**src/rtl/l23_pkg.sv**
```systemverilog
// Shared types and defaults for the L2/L3 Tx header inserter.
package l23_pkg;

   localparam int unsigned DATA_W_DEF = 64;
   localparam int unsigned CNT_W_DEF  = 16;

   typedef enum logic [1:0] {
      IDLE    = 2'd0,
      HDR     = 2'd1,
      PAYLOAD = 2'd2
   } state_e;

endpackage

```
**src/rtl/l23_hdr_inserter.sv**
```systemverilog
// Tx sequencer: emits the management-programmed header words from the header RAM,
// then streams one payload frame from the FWFT packet FIFO.
module l23_hdr_inserter
   import l23_pkg::*;
#(
   parameter int unsigned DATA_W = DATA_W_DEF,
   parameter int unsigned CNT_W  = CNT_W_DEF
) (
   input  logic              clk,
   input  logic              rst,
   input  logic              hdr_en_mgmt,
   input  logic              hdr_last_flag,
   input  logic [DATA_W-1:0] hdr_data,
   output logic              hdr_set_zero,
   output logic              hdr_incr,
   input  logic [DATA_W-1:0] pl_data,
   input  logic              pl_valid,
   input  logic              pl_last,
   output logic              pl_ready,
   output logic [DATA_W-1:0] out_data,
   output logic              out_valid,
   output logic              out_last,
   input  logic              out_ready,
   output logic [CNT_W-1:0]  frame_cnt
);

   state_e             state_q, state_d;
   logic [CNT_W-1:0]   cnt_q, cnt_d;

   // Next-state and handshake decode; the data path is a pure mux with no added latency.
   always_comb begin
      state_d      = state_q;
      cnt_d        = cnt_q;
      out_data     = '0;
      out_valid    = 1'b0;
      out_last     = 1'b0;
      pl_ready     = 1'b0;
      hdr_incr     = 1'b0;
      hdr_set_zero = 1'b0;

      case (state_q)
         IDLE: begin
            hdr_set_zero = 1'b1;
            if (pl_valid) begin
               state_d = hdr_en_mgmt ? HDR : PAYLOAD;
            end
         end
         HDR: begin
            out_data  = hdr_data;
            out_valid = 1'b1;
            hdr_incr  = out_ready;
            if (out_ready && hdr_last_flag) begin
               hdr_set_zero = 1'b1;
               state_d      = PAYLOAD;
            end
         end
         PAYLOAD: begin
            out_data  = pl_data;
            out_valid = pl_valid;
            out_last  = pl_last;
            pl_ready  = out_ready;
            if (pl_valid && out_ready && pl_last) begin
               cnt_d   = cnt_q + CNT_W'(1);
               state_d = IDLE;
            end
         end
         default: begin
            state_d = IDLE;
         end
      endcase
   end

   always_ff @(posedge clk) begin
      if (!rst) begin
         state_q <= IDLE;
         cnt_q   <= '0;
      end else begin
         state_q <= state_d;
         cnt_q   <= cnt_d;
      end
   end

   assign frame_cnt = cnt_q;

endmodule
```
**config.mk**
```make
export PLATFORM = sky130hd
export DESIGN_NAME = l23_hdr_inserter
export DESIGN_NICKNAME = d
export VERILOG_FILES = /design/src/rtl/l23_pkg.sv /design/src/rtl/l23_hdr_inserter.sv
export SDC_FILE = /design/constraint.sdc
export NUM_CORES = 1
export LEC_CHECK = 0
export ABC_AREA = 1
export BUFFER_PORTS_ARGS = -buffer_cell sky130_fd_sc_hd__buf_2
export CORE_AREA = 2 2 85 87
export CTS_BUF_LIST = sky130_fd_sc_hd__clkbuf_8 sky130_fd_sc_hd__clkbuf_16
export DETAILED_ROUTE_END_ITERATION = 16
export DIE_AREA = 0 0 87 89
export PLACE_DENSITY = 0.71
export SLEW_MARGIN = 5
export SYNTH_ARGS = -nofsm -noshare
export SYNTH_HDL_FRONTEND = slang
export SYNTH_SLANG_ARGS = --single-unit
```
**constraint.sdc**
```tcl
create_clock -name clk -period 2.87 [get_ports clk]
set_input_delay 0.1435 -clock clk [delete_from_list [all_inputs] [get_ports clk]]
set_output_delay 0.1435 -clock clk [all_outputs]
set_load 0.005 [all_outputs]
```
==> results.yml <==
outcome:
  status: "completed"
yosys:
  ys_top_cells_by_area: "nand2_1 32%, dfxtp_1 18%, a21oi_1 18%"
  yosysTopAreaCell: "nand2_1"
  synth_edf_count: 0
  ys_types: 25
  ys.flop_type: "dfxtp_1"
  ys_seq_elements: 18
  syn-instance-count: 387
  syn_area_sq_um: 2020
  synth_common_cells: "170 x nand2_1, 71 x a21oi_1, 39 x nor2_1, 25 x inv_1, 18 x dfxtp_1"
  syn_avg_cell_area_sq_um: 5.21
  synth.most_common_cell: "nand2_1"
  synth_nets: 528
  ys_seq_area_share_pct: 17.9
  yosysTopAreaCellShare_pct: 31.6
  async_flop_share_pct: 0
  synth_warnings: 0
sta:
  max_slew_margin_pct: 55.1
  period_share_pct: 78.0
  skew_ns: 0.00114
  post-route-min-period_ns: 2.24
  finalMaxSlewViolations: 0
  fmax_mhz: 447
  grt_setup_unrepaired: "no"
  setup_viol: 0
  setup_tns_ns: 0
  final_hold_viol_count: 0
  tightest_slew_ns: 0.674
cts:
  root_buffer: "clkbuf_8"
  clock_latency_ns: 0.26
  cts-resized-gates: 0
  clk_pin_slew_ns: 0.06
  numCtsBuffers: 3
  cts_buffer_depth: 2
  cts-hold-fix-buffers: 0
  htreeDepth: 1
  post_cts_buffers: 0
  cts_tree: "yes"
  cts_sinks: 18
worst_setup_path:
  path_delay_family: "buffers and inverters"
  critPathMaxStageDelay_ns: 0.46
  path_class: "reg2out"
  cp-end-kind: "primary output"
  crit_arrival_ns: 2.09
  worst-path-buf-inv: 4
  worstPathCellList: "inv_1 > ha_1 > inv_2 > buf_4 > a21oi_1 > buf_2"
  startpoint_type: "flip-flop"
  crit_fanout: 44
  r2r_setup_slack_ns: 0.97
  crit_path_top_delay_cell: "buf_4"
  worst_ep_required_time_ns: 2.73
pwr:
  p_sw_uw: 823
  p_per_area_nw_per_um2: 500
  combPwrFrac_pct: 71.7
  seqPwrFrac_pct: 17.3
  p_int_uw: 770
  p_leak_nw: 1.73
  swShare_pct: 51.7
  peakVddDrop_v: 0.000286
  clock_power_share_pct: 11.0
routing:
  avgRoutedWirePerCell_um: 13.0
  drt-pass1-iter-count: 4
  drc: 0
  drt-total-wl_um: 8720
  viasPerCell: 4.78
  vias: 3208
  drtIter0Drc: 135
  ant_nets: 0
grt:
  grt_pass1_vias: 2708
  grt-ovfl-total: 0
  grt_max_degree: 55
  track_usage_pct: 19.9
  grt_pass1_wl_um: 12500
  antenna_found_initial: 1
place:
  dp_hpwl_um: 7050
  port_buffers: 219
  placed_cells: 667
  gp_congestion: 0.932
layout:
  fillers: 712
  drive_above_1_share_pct: 40.3
  nNetsFinal: 733
  area_growth_pct: 58.1
  final_cells: 671
floorplan:
  num_io_pins: 220
  dieArea_sq_um: 7740
  rows: 30
  initial_utilization_pct: 30.0
  core_area_sq_um: 6720
  die-height_um: 89
  dieWidth_um: 87
flow_run:
  drv_cap: 0
hold_path:
  hp-class: "in2reg"
## path summary, 6_finish.rpt
kind	start	end	cells after the start
max	state_q[0]	out_data[32]	6
min	hdr_en_mgmt	state_q[0]	5
max reg2reg	state_q[0]	state_q[0]	9
min reg2reg	frame_cnt[3]	frame_cnt[3]	1
## cells by family (layout without fill, tap and decap cells)
family                     Yosys count  after routing  synth area share (%)
AOI/OAI and AO/OA                   78             78                  19.7
buffers and inverters               47            250                  9.99
xor gates and xnor gates             2              2                 0.869
DFF                                 18             18                  17.9
and+or+nand+nor                    236            236                  47.9
adders and majority gates            6              6                  3.72
other                                0              1                     0
## area by class of cell
type / instances / area [sq um] / area share (%)
repair buffers: 222 / 1130 / 35.5
inverters: 25 / 93.8 / 2.94
flip-flops and latches: 18 / 360 / 11.3
clock buffers: 3 / 41.3 / 1.29
diodes: 1 / 2.50 / 0.0785
well taps: 80 / 100 / 3.14
multi-input cells: 322 / 1460 / 45.8
## per-layer routing
layer / vias up / routed length [um] / global-route usage, %
li1: 1628 / - / -
met1: 1437 / 3570 / 24.5
met2: 126 / 4360 / 35.5
met4: 0 / 142 / 5.40
met3: 17 / 646 / 3.60
met5: - / 0 / 0
## registers in the layout, summed over array words and instances (netlist names)
| signal | flops |
|---|---|
| frame_cnt | 16 |
| state_q | 2 |
## cells in the final DEF, fill, tap and decap left out, types with 2 or more instances in the layout
cell	instances
buf_2	219
inv_1	24
ha_1	4
ha_2	2
o21ai_0	4
a21oi_1	71
nand3_1	14
nand4_1	2
nor2_1	39
buf_4	2
clkbuf_8	3
nor2_2	4
nand2_1	170
dfxtp_1	18
xor2_1	2
## power groups by stage
stage               Clock [mW]  Combinational (mW)  Sequential [mW]
floorplan                    0               0.703            0.277
global placement             0                1.12            0.279
detailed placement           0                1.14            0.281
CTS                      0.183                1.15            0.276
global route             0.191                1.27            0.278
finish                   0.176                1.14            0.276
## tightest hold or removal path: stages
cell     delay [ns]
buf_2          0.09
inv_1          0.06
o21ai_0        0.07
nand2_1        0.06
nor2_1         0.03
## metrics by stage
step	power, mW	worst slack (ns)	instance area (sq um)	utilization (%)	hold slack, ns
3_5_place_dp	1.43	0.909	3150	46.8	0.495
5_1_grt	1.74	0.499	3190	47.4	0.280
4_1_cts	1.60	0.627	3190	47.4	0.243
3_3_place_gp	1.40	0.987	3150	46.8	0.482
2_1_floorplan	0.981	1.44	2020	-	0.264
6_report	1.59	0.632	3190	47.5	0.241
Note: power is estimated with default switching activity, not from simulation.
